===== config.mk =====
export PLATFORM = sky130hd
export DESIGN_NAME = ppi_bus_interface
export DESIGN_NICKNAME = d
export VERILOG_FILES = /design/src/rtl/ppi_pkg.sv /design/src/rtl/ppi_sync2.sv /design/src/rtl/ppi_bus_interface.sv
export SDC_FILE = /design/constraint.sdc
export NUM_CORES = 1
export LEC_CHECK = 0
export ABC_CLOCK_PERIOD_IN_PS = 3400
export CAP_MARGIN = 20
export CORE_ASPECT_RATIO = 0.6
export CORE_MARGIN = 2
export CORE_UTILIZATION = 48
export DETAILED_ROUTE_END_ITERATION = 16
export PLACE_DENSITY = 0.9
export SKIP_LAST_GASP = 1
export SYNTH_ARGS = -nofsm -noshare
export SYNTH_HDL_FRONTEND = slang
export SYNTH_SLANG_ARGS = --single-unit

===== constraint.sdc =====
create_clock -name clk -period 3.4 [get_ports clk]
set_input_delay 0.68 -clock clk [delete_from_list [all_inputs] [get_ports clk]]
set_output_delay 0.68 -clock clk [all_outputs]
set_load 0.005 [all_outputs]

===== src/rtl/ppi_pkg.sv =====
// rtl/ppi_pkg.sv - shared types and constants for the PPI bus interface
package ppi_pkg;

    typedef enum logic [1:0] {
        IDLE   = 2'd0,
        WR_ACT = 2'd1,
        RD_ACT = 2'd2
    } ppi_state_e;

    localparam logic [1:0] ADDR_A    = 2'b00;
    localparam logic [1:0] ADDR_B    = 2'b01;
    localparam logic [1:0] ADDR_C    = 2'b10;
    localparam logic [1:0] ADDR_CTRL = 2'b11;

    localparam logic [7:0] CTRL_RESET = 8'h9B;

    // A control byte with D7 set is a mode word; D7 clear is a bit set/reset command.
    function automatic logic is_mode_word(input logic [7:0] b);
        return b[7];
    endfunction

endpackage


===== src/rtl/ppi_sync2.sv =====
// rtl/ppi_sync2.sv - two-flop synchronizer for active-low CPU strobes
module ppi_sync2 (
    input  logic clk,
    input  logic rst_n,
    input  logic d_i,
    output logic q_o
);

    logic meta_q;
    logic sync_q;

    // Reset to 1 so that strobes read as inactive while in reset.
    always_ff @(posedge clk or negedge rst_n) begin
        if (!rst_n) begin
            meta_q <= 1'b1;
            sync_q <= 1'b1;
        end else begin
            meta_q <= d_i;
            sync_q <= meta_q;
        end
    end

    assign q_o = sync_q;

endmodule


===== src/rtl/ppi_bus_interface.sv =====
// rtl/ppi_bus_interface.sv - CPU-side bus interface of an 8255-style PPI
module ppi_bus_interface
    import ppi_pkg::*;
(
    input  logic       clk,
    input  logic       rst_n,
    input  logic       cs_n,
    input  logic       rd_n,
    input  logic       wr_n,
    input  logic [1:0] addr,
    input  logic [7:0] data_in,
    input  logic [7:0] port_a_in,
    input  logic [7:0] port_b_in,
    input  logic [7:0] port_c_in,
    output logic [7:0] data_out,
    output logic       data_oe,
    output logic       control_logic,
    output logic [7:0] bus_cpu,
    output logic [7:0] ctrl_word,
    output logic       wr_a,
    output logic       wr_b,
    output logic       wr_c,
    output logic [7:0] wr_data
);

    logic cs_s;
    logic rd_s;
    logic wr_s;

    ppi_state_e state_q;
    ppi_state_e state_d;

    logic cap_en;
    logic commit;
    logic rd_en;

    logic [1:0] addr_cap_q;
    logic [7:0] data_cap_q;
    logic [7:0] data_out_q;
    logic [7:0] ctrl_word_q;
    logic [7:0] bus_cpu_q;
    logic [7:0] wr_data_q;
    logic       wr_a_q;
    logic       wr_b_q;
    logic       wr_c_q;
    logic       control_logic_q;

    ppi_sync2 u_sync_cs (.clk(clk), .rst_n(rst_n), .d_i(cs_n), .q_o(cs_s));
    ppi_sync2 u_sync_rd (.clk(clk), .rst_n(rst_n), .d_i(rd_n), .q_o(rd_s));
    ppi_sync2 u_sync_wr (.clk(clk), .rst_n(rst_n), .d_i(wr_n), .q_o(wr_s));

    // State register.
    always_ff @(posedge clk or negedge rst_n) begin
        if (!rst_n) begin
            state_q <= IDLE;
        end else begin
            state_q <= state_d;
        end
    end

    // Next state: write beats read when both strobes are low; busy states ignore the other strobe.
    always_comb begin
        state_d = state_q;
        case (state_q)
            IDLE: begin
                if (!cs_s && !wr_s) begin
                    state_d = WR_ACT;
                end else if (!cs_s && !rd_s) begin
                    state_d = RD_ACT;
                end
            end
            WR_ACT: begin
                if (wr_s || cs_s) begin
                    state_d = IDLE;
                end
            end
            RD_ACT: begin
                if (rd_s || cs_s) begin
                    state_d = IDLE;
                end
            end
            default: state_d = IDLE;
        endcase
    end

    // FSM outputs: capture while a write is held, commit on write exit, read mux while reading.
    always_comb begin
        cap_en  = 1'b0;
        commit  = 1'b0;
        rd_en   = 1'b0;
        data_oe = 1'b0;
        case (state_q)
            IDLE: begin
                cap_en = (state_d == WR_ACT);
                rd_en  = (state_d == RD_ACT);
            end
            WR_ACT: begin
                cap_en = (state_d == WR_ACT);
                commit = (state_d == IDLE);
            end
            RD_ACT: begin
                data_oe = 1'b1;
                rd_en   = (state_d == RD_ACT);
            end
            default: begin
                cap_en = 1'b0;
            end
        endcase
    end

    // Latch the most recent address/data seen while the write strobe is held.
    always_ff @(posedge clk or negedge rst_n) begin
        if (!rst_n) begin
            addr_cap_q <= 2'b00;
            data_cap_q <= 8'h00;
        end else if (cap_en) begin
            addr_cap_q <= addr;
            data_cap_q <= data_in;
        end
    end

    // Commit the captured write as a single-cycle strobe and update control registers.
    always_ff @(posedge clk or negedge rst_n) begin
        if (!rst_n) begin
            wr_a_q          <= 1'b0;
            wr_b_q          <= 1'b0;
            wr_c_q          <= 1'b0;
            control_logic_q <= 1'b0;
            wr_data_q       <= 8'h00;
            bus_cpu_q       <= CTRL_RESET;
            ctrl_word_q     <= CTRL_RESET;
        end else begin
            wr_a_q          <= 1'b0;
            wr_b_q          <= 1'b0;
            wr_c_q          <= 1'b0;
            control_logic_q <= 1'b0;
            if (commit) begin
                case (addr_cap_q)
                    ADDR_A: begin
                        wr_a_q    <= 1'b1;
                        wr_data_q <= data_cap_q;
                    end
                    ADDR_B: begin
                        wr_b_q    <= 1'b1;
                        wr_data_q <= data_cap_q;
                    end
                    ADDR_C: begin
                        wr_c_q    <= 1'b1;
                        wr_data_q <= data_cap_q;
                    end
                    ADDR_CTRL: begin
                        control_logic_q <= 1'b1;
                        bus_cpu_q       <= data_cap_q;
                        if (is_mode_word(data_cap_q)) begin
                            ctrl_word_q <= data_cap_q;
                        end
                    end
                    default: begin
                        wr_data_q <= wr_data_q;
                    end
                endcase
            end
        end
    end

    // Read data follows addr while the read stays active and holds once it ends.
    always_ff @(posedge clk or negedge rst_n) begin
        if (!rst_n) begin
            data_out_q <= 8'h00;
        end else if (rd_en) begin
            case (addr)
                ADDR_A:  data_out_q <= port_a_in;
                ADDR_B:  data_out_q <= port_b_in;
                ADDR_C:  data_out_q <= port_c_in;
                default: data_out_q <= ctrl_word_q;
            endcase
        end
    end

    assign data_out      = data_out_q;
    assign control_logic = control_logic_q;
    assign bus_cpu       = bus_cpu_q;
    assign ctrl_word     = ctrl_word_q;
    assign wr_a          = wr_a_q;
    assign wr_b          = wr_b_q;
    assign wr_c          = wr_c_q;
    assign wr_data       = wr_data_q;

endmodule


# Word-level counts from Yosys, hierarchy flattened
# Cells that the tools add are included.
# Widths: inputs -> output; s select.
# word_totals
reg_bits	53
latch_bits	0
ramBits	0
rom_bits	0
in_bits	39
out_inout_bits	37
wordCells	61
n_memories	0
# op_classes
n_addsub	0
mul	0
div	0
order_cmp	0
eq_ne	9
shift	0
muxes	18
bitwise_logic	0
reduce_logical	17
# op_table
op	n
$pmux 8 s3	1
$mux 1	12
$eq 2x2->1 const B	5
$eq 2x1->1 const B	4
$logic_not 2->1	4
$mux 2	4
$pmux 2 s3	1
$reduce_and 2->1	2
$reduce_or 2->1	2
$logic_not 1->1	3
$reduce_and 3->1	1
$reduce_or 3->1	1
$logic_and 1x1->1	2
$logic_or 1x1->1	2

# Depth between registers and ports, before layout
# Gate-level depths: netlist of the first run.
# logic_depth
depth_word	8
ltp_mapped	4

# Hierarchy
# Synthesis of the first run repeated with hierarchy kept, for this count alone.
# unflattened
cells_unflattened	126
hier_area_um2	2144.6
# by_module_without_submodules
module	instances	cells_per_inst	area_per_inst_um2	seq_area_each_um2
ppi_bus_interface	1	120	1986.9	1187.4
ppi_sync2	3	2	52.6	52.6

# Least setup slack after synthesis of the first run
# OpenSTA, ideal clock, no wires.
# synth_path
path_kind	input to register
from	input addr[0]
to	register data_out_q[2], in the netlist data_out[2]
arrival_ps	1663
required_time_ps	3275
setup_slack_ps	1612
path_stages	3
path_buffers	1
cell_sequence	buf_2 > mux4_2 > mux2_2
# synth_between
elab_chain_len	2
word_cells_on_any_way	4
cone_classes	2 x eq/ne; 1 x mux; 1 x reduce/logical
# synth_rtl
item	line	rtl
start, declared	ppi_bus_interface.sv:10	input logic [1:0] addr,
$eq 2x2->1, or another cell as far along	ppi_bus_interface.sv:171	case (addr)
$pmux 8 s3 *	ppi_bus_interface.sv:171	
end signal, assigned	ppi_bus_interface.sv:172	ADDR_A: data_out_q <= port_a_in;
end signal, assigned	ppi_bus_interface.sv:173	ADDR_B: data_out_q <= port_b_in;
end signal, assigned	ppi_bus_interface.sv:174	ADDR_C: data_out_q <= port_c_in;
end, declared	ppi_bus_interface.sv:39	logic [7:0] data_out_q;
# Every way passes the cells marked *; elsewhere a longest branch is shown, timed or not.
# A chain may end at the register's enable or synchronous reset.

# Worst setup path after layout of the first run
# layout_path
from	input addr[0]
to	register data_out_q[0], in the netlist data_out[0]
# Same word-level chain as after synthesis.

==> impl_metrics.json, run 1 <==
{
  "layout_cell_share_with_drive_strength_beyond_1_pct": 37.9,
  "dieArea_um2": 5040,
  "slew_headroom_pct": 57.6,
  "timing.critical_path.from_type": "input port",
  "cts-htree-levels": 2,
  "cts_root_buffer": "sky130_fd_sc_hd__clkbuf_8",
  "synth.yosys.seq_area_share_pct": 62.7,
  "tritoncts_clock_tree": "built",
  "clk_sink_count": 53,
  "critPathCaptureType": "flip-flop",
  "vdd_ir_drop_max_mv": 0.423,
  "grt_setup_unrepaired": "no",
  "netlist_area_um2": 2140,
  "finClkSkew_ns": 0.00733,
  "clock_insertion_delay_worst_skew_ns": 0.30,
  "gpl.final_weighted_congestion": 0.775,
  "crit_path_top_delay_cell": "sky130_fd_sc_hd__clkdlybuf4s50_1",
  "post-cts-setup-buffer-count": 0,
  "timing.critical_path.required_ns": 3.59,
  "power_per_cell_area_nw_per_um2": 641,
  "yosysMostFrequentCell": "sky130_fd_sc_hd__mux2_2",
  "initial_utilization_pct": 51.2,
  "synth_largest_type_area_fraction_pct": 44.3,
  "drc": 0,
  "grt_pass1_vias": 1482,
  "post_synth_main_area_contributors": "sky130_fd_sc_hd__dfrtp_1, sky130_fd_sc_hd__mux2_2, sky130_fd_sc_hd__dfstp_2",
  "n_fill_cell": 276,
  "grt_start_max_net_pins": 54,
  "synth-async-reset-ratio_pct": 100,
  "floorplan.rows": 18,
  "tot_pwr_w": 0.00196,
  "avgSynthCellArea_um2": 17.0,
  "detailroute.via_count": 1360,
  "placement.io_buffers": 74,
  "core_region_area_um2": 4190,
  "count_of_flip_flops_with_a_built_in_enable_after_synthesis": 0,
  "synth_largest_area_cell": "sky130_fd_sc_hd__dfrtp_1",
  "global_route_total_overflow": 0,
  "final-max-slew-violation-count": 0,
  "drv_cap": 0,
  "total_nets_after_synthesis": 165,
  "count_of_antenna_diodes_in_the_layout": 0,
  "avgViaCountPerCell": 5.11,
  "netlist_top_cells_count": "sky130_fd_sc_hd__mux2_2, sky130_fd_sc_hd__dfrtp_1, sky130_fd_sc_hd__dfstp_2, sky130_fd_sc_hd__mux4_2",
  "critPathArrivalTime_ns": 2.33,
  "holdCritPathClass": "input port to async pin",
  "cts_max_path_buffers": 2,
  "number_of_cells_produced_by_synthesis": 126,
  "detailed_place_hpwl_mm": 3.48,
  "postSynthRegisterBits": 53,
  "worst-slew-pin-transition_ns": 0.634,
  "cts.reportedPaths.clkPinSlew_ns": 0.09,
  "chipWidth_um": 90.3,
  "fp.dieH_um": 55.8,
  "path_cells": "clkdlybuf4s50_1 > mux4_2 > mux2_2",
  "route.antenna.remaining_nets": 0,
  "status": "complete, no violations",
  "layout.nets": 244,
  "postSynth.topFlopCell": "sky130_fd_sc_hd__dfrtp_1",
  "period_share_pct": 62.7,
  "boundaryPins": 76,
  "power_leakage_nw": 1.23,
  "globalRouteTotalUtil_pct": 20.1,
  "critical_path.max_stage_delay_ns": 0.80,
  "syn2layout_area_growth_pct": 42.4,
  "timing.final.crit_period_ns": 2.13,
  "cts-buffers-inserted": 5,
  "maxClockFrequency_ghz": 0.469,
  "postCtsResizedCells": 0,
  "ctsHoldBuffers": 0,
  "wl_mm": 4.72,
  "dpl-instance-area_um2": 2940,
  "drt_first_pass_iters": 4,
  "setup_violations": 0,
  "setup.worst_path.class": "input port to flip-flop",
  "maximum_fanout_along_the_worst_path": 10,
  "synth_cell_types": 21,
  "first_iter_violations": 39,
  "wl_per_cell_um": 17.7,
  "grt_first_pass_wirelength_mm": 7.71,
  "antenna_found_initial": 0,
  "fin_area_um2": 3050,
  "count_of_warnings_emitted_by_yosys": 0,
  "totalNegativeSetupSlack_ns": 0,
  "hold_viol": 0
}
[metrics by stage]
step	std cells	utilization, %	hold slack [ns]	setup WS, ns
after floorplan	126	-	0.345	1.61
after global placement	257	70.2	0.350	0.985
after detailed placement	257	70.2	0.349	0.933
after CTS	265	72.4	0.363	1.27
after global routing	266	72.9	0.332	1.18
final	266	72.9	0.311	1.27
[cell usage in the layout (no fill, tap or decap)]
master and n:
sky130_fd_sc_hd__mux2i_1 1, sky130_fd_sc_hd__nor2b_1 1, sky130_fd_sc_hd__nor3b_1 2, sky130_fd_sc_hd__or2_2 1
sky130_fd_sc_hd__inv_1 2, sky130_fd_sc_hd__nor3_1 3, sky130_fd_sc_hd__buf_2 1, sky130_fd_sc_hd__conb_1 1
sky130_fd_sc_hd__o21ai_2 1, sky130_fd_sc_hd__nor4_4 1, sky130_fd_sc_hd__mux2_2 40, sky130_fd_sc_hd__clkinvlp_4 1
sky130_fd_sc_hd__o21ai_0 3, sky130_fd_sc_hd__dfstp_2 15, sky130_fd_sc_hd__nor2_1 1, sky130_fd_sc_hd__nand2_1 2
sky130_fd_sc_hd__nor3_4 1, sky130_fd_sc_hd__nor3b_4 1, sky130_fd_sc_hd__clkbuf_1 1, sky130_fd_sc_hd__dfrtp_1 38
sky130_fd_sc_hd__buf_12 1, sky130_fd_sc_hd__nand2b_4 1, sky130_fd_sc_hd__mux4_2 7, sky130_fd_sc_hd__buf_4 1
sky130_fd_sc_hd__clkdlybuf4s50_1 73, sky130_fd_sc_hd__clkbuf_8 6
[layer usage]
metal	global-route usage, %	up-vias	part of all wire [%]
met3	9.35	7	8.4
met2	31.5	47	47
li1	-	611	-
met1	25.7	695	43
met4	4.84	0	1.1
met5	0	-	0
[flip-flops by register name, summed over array words and instances, names as in the netlist]
register / cells
data_out: 8
data_cap_q: 8
u_sync_cs.q_o: 1
control_logic: 1
u_sync_rd.q_o: 1
wr_data: 8
bus_cpu: 8
addr_cap_q: 2
state_q: 2
wr_c: 1
ctrl_word: 7
wr_b: 1
u_sync_rd.meta_q: 1
wr_a: 1
u_sync_wr.q_o: 1
u_sync_cs.meta_q: 1
u_sync_wr.meta_q: 1
[power by group]
| group | switching [W] | internal [W] |
|---|---|---|
| Combinational | 0.000179 | 0.000451 |
| Clock | 0.000196 | 0.000166 |
| Sequential | 0.000118 | 0.000848 |
[kinds of logic (layout without fill, tap and decap cells)]
kind of cell / Yosys count / in the layout / share of synthesized area, %
DFF: 53 / 53 / 62.7
muxes: 48 / 48 / 28.8
and+or+nand+nor: 14 / 14 / 5.78
buffers and inverters: 6 / 86 / 1.40
AOI/OAI and AO/OA: 4 / 4 / 1.11
other: 1 / 1 / 0.175
[cell type report]
cell class	instances	area, µm²	area share [%]
clock buffers	7	86.3	2.83
clock inverters	1	7.51	0.246
inverters	2	7.51	0.246
multi-input cells	67	769	25.2
flip-flops and latches	53	1350	44.0
well taps	60	75.1	2.46
repair buffers	76	763	25.0
[worst max-delay path: cells and delay by family]
| kind | cells | cell delay, ns |
|---|---|---|
| buffers and inverters | 1 | 0.80 |
| muxes | 2 | 0.84 |
[path summary, 6_finish.rpt]
check / endpoint / start / cells after the start / slack (ns)
max: data_out[0]$_DFFE_PN0P_ / addr[0] / 3 / 1.27
min: bus_cpu[6]$_DFFE_PN0P_ / rst_n / 1 / 0.31
max reg2reg: ctrl_word[6]$_DFFE_PN0P_ / u_sync_wr.q_o$_DFF_PN1_ / 3 / 1.64
min reg2reg: u_sync_rd.q_o$_DFF_PN1_ / u_sync_rd.meta_q$_DFF_PN1_ / 0 / 0.36
max in group asynchronous: bus_cpu[0]$_DFFE_PN1P_ / rst_n / 2 / 2.50
min in group clk: u_sync_rd.q_o$_DFF_PN1_ / u_sync_rd.meta_q$_DFF_PN1_ / 0 / 0.36
(Power assumes the default switching activity.)
==> inputs of run 2 (changes only) <==
ABC_CLOCK_PERIOD_IN_PS = 1800   (was 3400)
CORE_UTILIZATION = 40   (was 48)
PLACE_DENSITY = 0.8   (was 0.9)
clock period = 1.8 ns   (was 3.4 ns; I/O delays follow)
==> run 2 against run 1 <==
Against the previous run:
- hold slack worse by 0.27 ns
- first-iteration DRC count increased by 38%
- global-route usage is 2.8 points lower
- count of clock-buffer cells in the layout unchanged
==> impl_metrics.json, run 2 (synthesized netlist as in run 1, its figures left out) <==
{
  "path_cells": "nor2b_1 > clkdlybuf4s50_1",
  "placement.io_buffers": 74,
  "cts-buffers-inserted": 5,
  "vdd_ir_drop_max_mv": 0.643,
  "clock_insertion_delay_worst_skew_ns": 0.30,
  "global_route_total_overflow": 0,
  "dieArea_um2": 5980,
  "layout_cell_share_with_drive_strength_beyond_1_pct": 40.4,
  "globalRouteTotalUtil_pct": 17.3,
  "grt_pass1_vias": 1446,
  "maximum_fanout_along_the_worst_path": 4,
  "hold_viol": 0,
  "finClkSkew_ns": 0.00637,
  "critical_path.top_delay_family": "buffers and inverters",
  "cts_max_path_buffers": 2,
  "detailed_place_hpwl_mm": 3.65,
  "dpl-instance-area_um2": 3030,
  "mostFrequentLayoutCell": "sky130_fd_sc_hd__clkdlybuf4s50_1",
  "timing.final.crit_period_ns": 1.74,
  "floorplan.rows": 20,
  "grt_first_pass_wirelength_mm": 7.65,
  "switching_power_w": 0.000942,
  "setup.worst_path.class": "flip-flop to output pin",
  "core_region_area_um2": 5100,
  "final-max-slew-violation-count": 0,
  "power_leakage_nw": 1.28,
  "critPathCaptureType": "output pin",
  "worst-slew-pin-transition_ns": 0.577,
  "grt_setup_unrepaired": "no",
  "critPathArrivalTime_ns": 1.38,
  "grt_start_max_net_pins": 54,
  "route.antenna.remaining_nets": 0,
  "drc": 0,
  "critical_path.max_stage_delay_ns": 0.51,
  "status": "complete, no violations",
  "crit-reg2reg-launch": "u_sync_wr.q_o$_DFF_PN1_",
  "regToRegSetupSlack_ns": 0.22,
  "tritoncts_clock_tree": "built",
  "avgViaCountPerCell": 5.00,
  "chipWidth_um": 98.5,
  "swShare_pct": 25.1,
  "p_clk_share_pct": 19.4,
  "ctsHoldBuffers": 0,
  "first_iter_violations": 54,
  "detailroute.via_count": 1394,
  "drt_first_pass_iters": 4,
  "timing.critical_path.required_ns": 1.44,
  "setup_violations": 0,
  "maxClockFrequency_ghz": 0.574,
  "worst-path-buf-inv": 1,
  "ff_to_ff_path_depth": 4,
  "drv_cap": 0,
  "period_share_pct": 96.8,
  "cts_root_buffer": "sky130_fd_sc_hd__clkbuf_8",
  "gpl.final_weighted_congestion": 0.797,
  "post-cts-setup-buffer-count": 0,
  "cts-htree-levels": 2,
  "cts.reportedPaths.clkPinSlew_ns": 0.09,
  "power.combinational.fraction_pct": 31.5,
  "wl_per_cell_um": 17.6,
  "crit_path_top_delay_cell": "sky130_fd_sc_hd__clkdlybuf4s50_1",
  "clk_sink_count": 53,
  "power_per_cell_area_nw_per_um2": 1200,
  "fp.dieH_um": 60.7,
  "holdCritPathClass": "input port to async pin",
  "tot_pwr_w": 0.00375,
  "count_of_antenna_diodes_in_the_layout": 0,
  "wl_mm": 4.90,
  "fin_area_um2": 3130,
  "timing.critical_path.from_type": "flip-flop",
  "worstReg2RegEnd": "ctrl_word[2]$_DFFE_PN0P_",
  "syn2layout_area_growth_pct": 46.1,
  "layout.nets": 251,
  "cellInternalPower_w": 0.00281,
  "initial_utilization_pct": 42.0,
  "antenna_found_initial": 0,
  "fin_hold_ws_ns": 0.0365,
  "slew_headroom_pct": 61.4,
  "sequentialPowerShare_pct": 49.1,
  "postCtsResizedCells": 0,
  "boundaryPins": 76,
  "most-common-layout-cells": "sky130_fd_sc_hd__clkdlybuf4s50_1, sky130_fd_sc_hd__mux2_2, sky130_fd_sc_hd__dfrtp_1, sky130_fd_sc_hd__dfstp_2"
}
==> run 2: changes by cell type in the layout (fill, tap and decap cells not counted) <==
| cell | delta |
|---|---|
| sky130_fd_sc_hd__buf_12 | +1 |
| sky130_fd_sc_hd__buf_4 | +6 |
| sky130_fd_sc_hd__clkbuf_1 | -1 |
| sky130_fd_sc_hd__clkbuf_8 | +1 |
| sky130_fd_sc_hd__clkinv_2 | +1 |
| sky130_fd_sc_hd__clkinvlp_4 | -1 |
==> run 2: per-stage QoR <==
stage               TNS [ns]  worst slack [ns]  instances  util, %
floorplan                  0             0.265        126        -
global placement      -0.517           -0.0871        271     59.4
detailed placement    -0.610            -0.107        271     59.4
CTS                        0            0.0256        279     61.4
global route               0           0.00110        279     61.4
finish                     0            0.0583        279     61.4
==> run 2: routing by layer <==
layer	wire, µm	global-route usage [%]
met4	14	4.11
met5	0	0
met2	2060	26.3
met1	2480	25.2
met3	352	4.84
==> run 2: final cells by class <==
cell class | count | area [µm²]
fillers | 383 | 1970
multi-input cells | 67 | 769
clock inverters | 1 | 5.00
repair buffers | 83 | 828
well taps | 66 | 82.6
flip-flops and latches | 53 | 1350
inverters | 2 | 7.51
clock buffers | 7 | 96.3
==> run 2: power by group through the flow <==
| stage | combinational, W | sequential, W | clock, W |
|---|---|---|---|
| after floorplan | 0.000396 | 0.00182 | 0 |
| after global placement | 0.00117 | 0.00186 | 0 |
| after detailed placement | 0.00120 | 0.00187 | 0 |
| after CTS | 0.00120 | 0.00185 | 0.000742 |
| after global routing | 0.00126 | 0.00189 | 0.000801 |
| final | 0.00118 | 0.00184 | 0.000729 |
==> run 2: worst reg2reg max path, stage by stage (launching register included) <==
cell and delay [ns]:
sky130_fd_sc_hd__dfstp_2 0.57, sky130_fd_sc_hd__nor2_1 0.13, sky130_fd_sc_hd__nor4_4 0.26, sky130_fd_sc_hd__buf_4 0.19, sky130_fd_sc_hd__mux2_2 0.33
==> run 2: worst max path at each step <==
stage	to	start	cells after the start	slack [ns]
after CTS	data_oe	state_q[1]$_DFF_PN0_	2	0.03
after floorplan	ctrl_word[2]$_DFFE_PN0P_	u_sync_wr.q_o$_DFF_PN1_	3	0.26
after global placement	data_out[4]$_DFFE_PN0P_	addr[0]	4	-0.09
final	data_oe	state_q[1]$_DFF_PN0_	2	0.06
after global routing	data_oe	state_q[0]$_DFF_PN0_	2	0.001
after detailed placement	data_out[0]$_DFFE_PN0P_	addr[0]	4	-0.11
==> inputs of run 3 (changes only) <==
CORE_MARGIN = 3   (was 2)
==> run 3 against run 2 <==
Against the previous run:
- global-route usage is 0.42 points lower
- via count is 1.3% lower
- clock power is 10% higher
- critical path type unchanged
- sequential share of layout area is 0.12 points lower
- total power is 2.3% higher
- sequential power hardly changed
- core utilization is 3.1 points higher
- critical endpoint is now ctrl_word[4]
==> impl_metrics.json, run 3 (synthesized netlist as in run 1, its figures left out) <==
{
  "avgViaCountPerCell": 4.97,
  "ff_to_ff_path_depth": 3,
  "tritoncts_clock_tree": "built",
  "grt_pass1_vias": 1575,
  "ctsHoldBuffers": 0,
  "route.antenna.remaining_nets": 0,
  "hold_viol": 0,
  "detailed_place_hpwl_mm": 3.94,
  "final.setup.worst_slack_ns": 0.0442,
  "power_per_cell_area_nw_per_um2": 1220,
  "grt_setup_unrepaired": "no",
  "detail_route.wirelength.met1_mm": 2.07,
  "antenna_found_initial": 0,
  "grt_first_pass_wirelength_mm": 8.03,
  "clk_sink_count": 53,
  "path_cells": "clkdlybuf4s50_1",
  "core_region_area_um2": 4870,
  "power_leakage_nw": 1.30,
  "topRoutingLayerUsed": "met4",
  "fin_hold_ws_ns": 0.0928,
  "critPathCaptureType": "output pin",
  "first_iter_violations": 36,
  "worst-slew-pin-transition_ns": 0.620,
  "syn2layout_area_growth_pct": 46.6,
  "sequentialPowerShare_pct": 47.5,
  "gpl.final_weighted_congestion": 0.798,
  "clock_insertion_delay_worst_skew_ns": 0.31,
  "maximum_fanout_along_the_worst_path": 3,
  "placement.io_buffers": 74,
  "initial_utilization_pct": 44.0,
  "drt_first_pass_iters": 3,
  "period_share_pct": 97.5,
  "grt_start_max_net_pins": 48,
  "fp.dieH_um": 62.7,
  "p_clk_share_pct": 20.9,
  "critPathArrivalTime_ns": 1.40,
  "setup_violations": 0,
  "layout_cell_share_with_drive_strength_beyond_1_pct": 40.7,
  "finClkSkew_ns": 0.0148,
  "met3_length_um": 424,
  "detailroute.via_count": 1376,
  "cts_root_buffer": "sky130_fd_sc_hd__clkbuf_8",
  "mostFrequentLayoutCell": "sky130_fd_sc_hd__clkdlybuf4s50_1",
  "wl_per_cell_um": 18.2,
  "slew_headroom_pct": 58.5,
  "switching_power_w": 0.000961,
  "cts-buffers-inserted": 5,
  "crit-reg2reg-launch": "u_sync_wr.q_o$_DFF_PN1_",
  "layout.nets": 252,
  "chipWidth_um": 101,
  "vdd_ir_drop_max_mv": 0.596,
  "timing.final.crit_period_ns": 1.76,
  "regToRegSetupSlack_ns": 0.09,
  "drc": 0,
  "floorplan.rows": 19,
  "maxClockFrequency_ghz": 0.570,
  "dpl-instance-area_um2": 3010,
  "boundaryPins": 76,
  "cts_max_path_buffers": 2,
  "cts.reportedPaths.clkPinSlew_ns": 0.09,
  "count_of_antenna_diodes_in_the_layout": 0,
  "global_route_total_overflow": 0,
  "cellInternalPower_w": 0.00288,
  "most-common-layout-cells": "sky130_fd_sc_hd__clkdlybuf4s50_1, sky130_fd_sc_hd__mux2_2, sky130_fd_sc_hd__dfrtp_1, sky130_fd_sc_hd__dfstp_2, sky130_fd_sc_hd__buf_4",
  "critical_path.max_stage_delay_ns": 0.55,
  "totalNegativeSetupSlack_ns": 0,
  "fin_area_um2": 3140,
  "dieArea_um2": 6300,
  "setup.worst_path.class": "flip-flop to output pin",
  "globalRouteTotalUtil_pct": 16.8,
  "final-max-slew-violation-count": 0,
  "wl_mm": 5.04,
  "dr_wl_met2_mm": 2.51,
  "drv_cap": 0,
  "status": "complete, no violations",
  "cts-htree-levels": 2,
  "swShare_pct": 25.0,
  "dp_worst_setup_slack_ns": -0.128,
  "critical_path.top_delay_family": "flip-flops",
  "holdCritPathClass": "input port to async pin",
  "crit_path_top_delay_cell": "sky130_fd_sc_hd__dfstp_2",
  "timing.critical_path.from_type": "flip-flop",
  "worst-path-buf-inv": 1,
  "worstReg2RegEnd": "bus_cpu[6]$_DFFE_PN0P_",
  "power.combinational.fraction_pct": 31.6,
  "timing.critical_path.required_ns": 1.44
}
-- run 3: cell count changes in the layout (fill, tap and decap cells not counted), sizes merged --
cell           change
clkdlybuf4s50      -1
bufinv             +1
clkbuf             -1
dlymetal6s2s       +1
buf                +1
-- run 3: area by class of cell --
class | instances | area, µm²
Clock buffer | 6 | 72.6
Clock inverter | 2 | 38.8
Fill cell | 346 | 1730
Inverter | 2 | 7.51
Multi-Input combinational cell | 67 | 774
Sequential cell | 53 | 1350
Tap cell | 63 | 78.8
Timing Repair Buffer | 84 | 826
-- run 3: repair_timing --
item / CTS / global route
setup endpoints to repair: 0 / 2
setup buffers: 0 / 2
resized for setup: 0 / 1
-- run 3: per-layer routing --
layer | vias to the layer above | track usage, %
met5 | - | 0
met4 | 0 | 4.03
met3 | 4 | 7.80
met2 | 42 | 28.1
met1 | 702 | 19.8
li1 | 628 | -
-- run 3: metrics by stage --
stage | power, W | util [%] | std cells
after floorplan | 0.00222 | - | 126
after global placement | 0.00301 | 61.8 | 267
after detailed placement | 0.00308 | 61.8 | 267
after CTS | 0.00389 | 64.1 | 275
after global routing | 0.00405 | 64.5 | 277
final | 0.00384 | 64.5 | 277
-- run 3: worst max-delay path by stage --
| stage | from | to | slack (ns) | cells past startpoint |
|---|---|---|---|---|
| 6_report | ctrl_word[4]$_DFFE_PN1P_ | ctrl_word[4] | 0.04 | 1 |
| 3_3_place_gp | addr[0] | data_out[4]$_DFFE_PN0P_ | -0.08 | 4 |
| 2_1_floorplan | u_sync_wr.q_o$_DFF_PN1_ | ctrl_word[2]$_DFFE_PN0P_ | 0.26 | 3 |
| 5_1_grt | ctrl_word[4]$_DFFE_PN1P_ | ctrl_word[4] | 0.005 | 1 |
| 4_1_cts | ctrl_word[0]$_DFFE_PN1P_ | ctrl_word[0] | 0.04 | 1 |
| 3_5_place_dp | addr[0] | data_out[0]$_DFFE_PN0P_ | -0.13 | 4 |
-- run 3: power by group through the flow --
stage	Sequential [W]	Combinational (W)	Clock [W]
4_1_cts	0.00183	0.00124	0.000824
6_report	0.00183	0.00121	0.000802
3_3_place_gp	0.00183	0.00118	0
3_5_place_dp	0.00185	0.00123	0
2_1_floorplan	0.00182	0.000396	0
5_1_grt	0.00188	0.00130	0.000874
